### src/rtl/dvi_encoder.sv
// -----------------------------------------------------------------------------
// dvi_encoder
//   DVI 1.0 TMDS encoder for a parallel VGA pixel stream. Each pixel clock
//   produces three 10-bit TMDS characters for a downstream 10:1 serializer:
//   transition-minimized data encoding with DC balancing during active video,
//   and control tokens during blanking.
//
//   Two register stages per lane give a fixed 2-cycle latency for both data
//   and control. There is no handshake and no stall.
//
//   Parameters
//     SYNC_INV   1 = invert VGA_HS/VGA_VS before they become C0/C1 of lane 0
//
//   Ports
//     CLK                  pixel clock (pattern circuit's PCK)
//     RST                  asynchronous reset, active low
//     VGA_R/G/B [7:0]      pixel; R -> lane 2, G -> lane 1, B -> lane 0
//     VGA_HS, VGA_VS       syncs; C0/C1 of lane 0
//     VGA_DE               1 = active pixel, 0 = blanking
//     TMDS_D0/1/2 [9:0]    lane characters, bit 0 transmitted first
//     DISP0/1/2 [5:0]      (DVI_ENC_DISP_MON_EN only) post-update running
//                          disparity of each lane, two's complement, aligned
//                          with the matching TMDS_Dn
//
//   Build option
//     DVI_ENC_DISP_MON_EN  adds the DISPn debug outputs; encoding unchanged.
// -----------------------------------------------------------------------------

// One TMDS lane: stage 1 forms q_m, stage 2 balances disparity / emits tokens.
module dvi_tmds_lane (
    input  logic       clk,
    input  logic       rst_n,
    input  logic [7:0] pix,
    input  logic       de,
    input  logic [1:0] ctl,
    output logic [9:0] tmds
`ifdef DVI_ENC_DISP_MON_EN
    ,
    output logic [5:0] disp
`endif
);

    typedef struct packed {
        logic [8:0] q_m;
        logic [3:0] n1;     // ones in q_m[7:0]
        logic       de;
        logic [1:0] ctl;
    } s1_t;

    s1_t        s1_d, s1_q;
    logic [3:0] n1_pix;
    logic       use_xnor;

    logic [9:0] tmds_d, tmds_q;
    logic [5:0] cnt_d, cnt_q;
    logic [5:0] diff;       // N1 - N0 over q_m[7:0]
    logic [5:0] two_q8, two_nq8;
    logic [7:0] qm;
    logic       qm8;

    // ---------------- stage 1: transition minimization ----------------------
    always_comb begin
        n1_pix = '0;
        for (int i = 0; i < 8; i++) n1_pix = n1_pix + {3'b000, pix[i]};
        use_xnor = (n1_pix > 4'd4) || (n1_pix == 4'd4 && !pix[0]);

        s1_d = '0;
        s1_d.q_m[0] = pix[0];
        for (int i = 1; i < 8; i++)
            s1_d.q_m[i] = use_xnor ? ~(s1_d.q_m[i-1] ^ pix[i]) : (s1_d.q_m[i-1] ^ pix[i]);
        s1_d.q_m[8] = ~use_xnor;
        for (int i = 0; i < 8; i++) s1_d.n1 = s1_d.n1 + {3'b000, s1_d.q_m[i]};
        s1_d.de  = de;
        s1_d.ctl = ctl;
    end

    // ---------------- stage 2: DC balance / control tokens ------------------
    always_comb begin
        qm      = s1_q.q_m[7:0];
        qm8     = s1_q.q_m[8];
        diff    = {1'b0, s1_q.n1, 1'b0} - 6'd8;   // 2*N1 - 8 == N1 - N0
        two_q8  = {4'b0000,  qm8, 1'b0};
        two_nq8 = {4'b0000, ~qm8, 1'b0};
        tmds_d  = tmds_q;
        cnt_d   = cnt_q;

        if (!s1_q.de) begin
            // Blanking restarts the balance so every line begins neutral.
            cnt_d = '0;
            case (s1_q.ctl)
                2'b00:   tmds_d = 10'b1101010100;
                2'b01:   tmds_d = 10'b0010101011;
                2'b10:   tmds_d = 10'b0101010100;
                default: tmds_d = 10'b1010101011;
            endcase
        end else if (cnt_q == 6'd0 || diff == 6'd0) begin
            tmds_d = {~qm8, qm8, qm8 ? qm : ~qm};
            cnt_d  = qm8 ? (cnt_q + diff) : (cnt_q - diff);
        end else if (cnt_q[5] == diff[5]) begin
            // Both non-zero with equal sign: the word would worsen the
            // running bias, so send it inverted.
            tmds_d = {1'b1, qm8, ~qm};
            cnt_d  = cnt_q + two_q8 - diff;
        end else begin
            tmds_d = {1'b0, qm8, qm};
            cnt_d  = cnt_q - two_nq8 + diff;
        end
    end

    always_ff @(posedge clk or negedge rst_n) begin
        if (!rst_n) begin
            s1_q   <= '0;
            cnt_q  <= '0;
            tmds_q <= 10'h354;
        end else begin
            s1_q   <= s1_d;
            cnt_q  <= cnt_d;
            tmds_q <= tmds_d;
        end
    end

    assign tmds = tmds_q;
`ifdef DVI_ENC_DISP_MON_EN
    assign disp = cnt_q;
`endif

endmodule

module dvi_encoder #(
    parameter bit SYNC_INV = 1'b0
) (
    input  logic       CLK,
    input  logic       RST,
    input  logic [7:0] VGA_R,
    input  logic [7:0] VGA_G,
    input  logic [7:0] VGA_B,
    input  logic       VGA_HS,
    input  logic       VGA_VS,
    input  logic       VGA_DE,
    output logic [9:0] TMDS_D0,
    output logic [9:0] TMDS_D1,
    output logic [9:0] TMDS_D2
`ifdef DVI_ENC_DISP_MON_EN
    ,
    output logic [5:0] DISP0,
    output logic [5:0] DISP1,
    output logic [5:0] DISP2
`endif
);

    localparam int NUM_LANES = 3;

    logic                        hs_s, vs_s;
    logic [NUM_LANES-1:0][7:0]   pix;
    logic [NUM_LANES-1:0][1:0]   ctl;
    logic [NUM_LANES-1:0][9:0]   tmds;
`ifdef DVI_ENC_DISP_MON_EN
    logic [NUM_LANES-1:0][5:0]   disp;
`endif

    assign hs_s = VGA_HS ^ SYNC_INV;
    assign vs_s = VGA_VS ^ SYNC_INV;
    assign pix  = {VGA_R, VGA_G, VGA_B};
    // Only lane 0 carries syncs; lanes 1/2 always send the C1C0=00 token.
    assign ctl  = {2'b00, 2'b00, vs_s, hs_s};

    for (genvar l = 0; l < NUM_LANES; l++) begin : g_lane
        dvi_tmds_lane u_lane (
            .clk   (CLK),
            .rst_n (RST),
            .pix   (pix[l]),
            .de    (VGA_DE),
            .ctl   (ctl[l]),
            .tmds  (tmds[l])
`ifdef DVI_ENC_DISP_MON_EN
            ,
            .disp  (disp[l])
`endif
        );
    end

    assign TMDS_D0 = tmds[0];
    assign TMDS_D1 = tmds[1];
    assign TMDS_D2 = tmds[2];
`ifdef DVI_ENC_DISP_MON_EN
    assign DISP0 = disp[0];
    assign DISP1 = disp[1];
    assign DISP2 = disp[2];
`endif

endmodule

### config.mk
export PLATFORM = sky130hd
export DESIGN_NAME = dvi_encoder
export DESIGN_NICKNAME = d
export VERILOG_FILES = /design/src/rtl/dvi_encoder.sv
export SDC_FILE = /design/constraint.sdc
export NUM_CORES = 1
export LEC_CHECK = 0
export CAP_MARGIN = 10
export CORE_ASPECT_RATIO = 1.25
export CORE_UTILIZATION = 50
export CTS_BUF_LIST = sky130_fd_sc_hd__clkbuf_16
export DETAILED_ROUTE_END_ITERATION = 16
export PLACE_DENSITY_LB_ADDON = 0.1
export SYNTH_ARGS = -nofsm -noshare
export SYNTH_HDL_FRONTEND = slang
export SYNTH_SLANG_ARGS = --single-unit
### constraint.sdc
create_clock -name CLK -period 3.5 [get_ports CLK]
set_input_delay 0.7 -clock CLK [delete_from_list [all_inputs] [get_ports CLK]]
set_output_delay 0.7 -clock CLK [all_outputs]
set_load 0.01 [all_outputs]
==> results.ini <==
[placed_design]
post-place-ws_ps = -2760
placedInstanceArea_um2 = 7860
gp_congestion = 0.801
dp_hpwl_um = 10200
numPortBuffers = 58

[sta]
max_freq_mhz = 181
finalHoldViolCount = 0
slew_headroom_pct = 43.4
setup_slack_ps = -2020
holdWs_ps = 385
final_max_slew_viol_count = 0
finalCritPeriodShare_pct = 158
rsz0062_at_grt = true
worst_pin_slew_ps = 849
period_needed_ps = 5520
setup-violations-final = 19
fin_skew_ps = 7.90

[global_routing]
grt_pass1_wl_um = 22500
grt_usage_pct = 21.2
antenna_found_initial = 0
overflow = 0
grt_max_degree = 52
grt_pass1_vias = 5008

[clock_tree]
cts_buffer_depth = 2
cts_tree = done
cts.reportedPaths.clkPinSlew_ps = 60
cts_hold_buf = 0
clock_tree.htree_level_count = 3
clk_latency_ps = 340
clkSinkCount = 87
root_buffer = clkbuf_16
numCtsBuffers = 9

[critical_path]
start_kind = input pin
crit_fanout = 2
worstSetupPathType = input pin to flop
critPathRequiredTime_ps = 3730
critPathLaunch = VGA_G[0]
arrival_ps = 5750
crit_path_end_kind = flop
crit-reg2reg-launch = g_lane[2].u_lane.qm8

[logic_synthesis]
synth_top_cell_by_area = dfrtp_1
async_reset_ff_share_pct = 100
synth_top_area_share_pct = 27.4
ys_ff_latch = 87
yosys-top-cells-area = dfrtp_1 (27%), ha_1 (16%), fa_1 (12%)
synth_warnings = 0
synth_area_um2 = 6570
synth_ff_type = dfrtp_1
ys_types = 31
yosysSeqAreaShare_pct = 33.4
avgSynthCellArea_um2 = 10.5
synth_nets = 780
synthCells = 627
synth_edf_count = 0

[floorplan]
boundaryPins = 59
core-area_um2 = 12800
die-area_um2 = 13600
chipHeight_um = 130
rows = 46
dieWidth_um = 105
initial_utilization_pct = 51.4

[cells_and_area]
final_common_cell = inv_1
final_area_um2 = 8780
layout-drive-gt1-share_pct = 25.4
final_nets = 933
diodes = 0
area_growth_pct = 33.5
final_cell_mix = inv_1 (106), ha_1 (82), dfrtp_1 (72), buf_4 (72), xnor2_1 (48)

[drt]
vias = 4600
wl_per_cell_um = 14.4
postRouteAntennaNets = 0
post_drt_via_cell_ratio = 4.83
drc = 0
first_pass_iters = 5
drt_iter0_drc = 115
routed_wl_um = 13700

[job]
cap_violations = 0

[run_status]
status = complete, but fails checks
violations = negative setup slack

[worst_hold_path]
worst_hold_path_type = input pin to asynchronous set/reset pin

## worst max-delay path: stages
cell,delay (ps)
buf_6,100
ha_4,270
inv_4,30
fa_1,460
fa_1,490
inv_1,50
fa_2,340
fa_1,460
nor3b_2,180
o21ai_1,80
nand2_1,110
o21ai_4,80
xnor2_2,140
ha_1,290
inv_2,40
fa_1,490
inv_2,50
fa_1,560
fa_2,230
inv_2,40
fa_2,540
inv_2,30
## area by class of cell
type / count / area [µm²]
clock buffer: 9 / 225
clock inverter: 7 / 57.6
fill: 993 / 4000
inverter: 123 / 464
multi-input combinational: 406 / 4240
sequential: 87 / 2200
tap: 168 / 210
timing repair buffer: 153 / 1390
## kinds of logic after synthesis
family / share of synthesized area, %
adders and majority gates: 28.1
buffers and inverters: 7.65
and+or+nand+nor: 6.66
AOI/OAI and AO/OA: 7.04
DFF: 33.4
xor gates and xnor gates: 13.7
muxes: 3.52
## repair_timing
action	4_1_cts	5_1_grt
endpoints found under the setup margin	27	26
resized for setup	73	39
cloned	0	0
pin swaps	46	37
setup buffers	30	20
## stage by stage
stage / util [%] / TNS [ps] / instances
final: 68.7 / -24110 / 953
after global routing: 68.7 / -27150 / 953
after CTS: 66.6 / -25020 / 939
after detailed placement: 61.5 / -41580 / 899
after global placement: 61.5 / -38820 / 899
after floorplan: - / -23190 / 627
## layer usage
metal | wire, µm | global-route usage, % | part of all wire [%]
met2 | 7770 | 41.8 | 57
met1 | 5370 | 22.8 | 39
met5 | 0 | 0 | 0
met3 | 247 | 3.15 | 1.8
met4 | 296 | 7.90 | 2.2
## cells in the mapped netlist (all sizes together), types with 2 or more instances
| cell type | n |
|---|---|
| a31oi | 5 |
| clkbuf | 10 |
| nor3b | 3 |
| xnor2 | 63 |
| a21o | 17 |
| dfstp | 15 |
| o22ai | 4 |
| nor4 | 2 |
| o211a | 3 |
| nor2b | 3 |
| inv | 123 |
| dfrtp | 72 |
| nand2 | 24 |
| nand2b | 13 |
| nor2 | 19 |
| ha | 85 |
| nor3 | 3 |
| mux2i | 16 |
| and2 | 19 |
| o21ai | 14 |
| xor2 | 37 |
| o211ai | 3 |
| mux2 | 3 |
| fa | 39 |
| a21oi | 30 |
## sequential cells by signal, indices dropped and copies added (netlist names)
signal	cells
g_lane.u_lane.s1_q	15
g_lane.u_lane.cnt_q	15
g_lane.u_lane.qm8	3
g_lane.u_lane.tmds	30
g_lane.u_lane.qm	24
## path summary, 6_finish.rpt
path                       cells past startpoint                         to  slack, ps
min reg2reg                                    2   g_lane[1].u_lane.tmds[2]        500
min in group CLK                               2   g_lane[1].u_lane.tmds[2]        500
max                                           22   g_lane[1].u_lane.s1_q[4]      -2020
max in group asynchronous                      2   g_lane[2].u_lane.tmds[4]       2330
max reg2reg                                    9  g_lane[2].u_lane.cnt_q[5]        800
min                                            1  g_lane[0].u_lane.cnt_q[3]        390
Power is left out: the tool's default activity adds up to more than one toggle a clock period on the data nets, which glitch-free logic cannot reach.
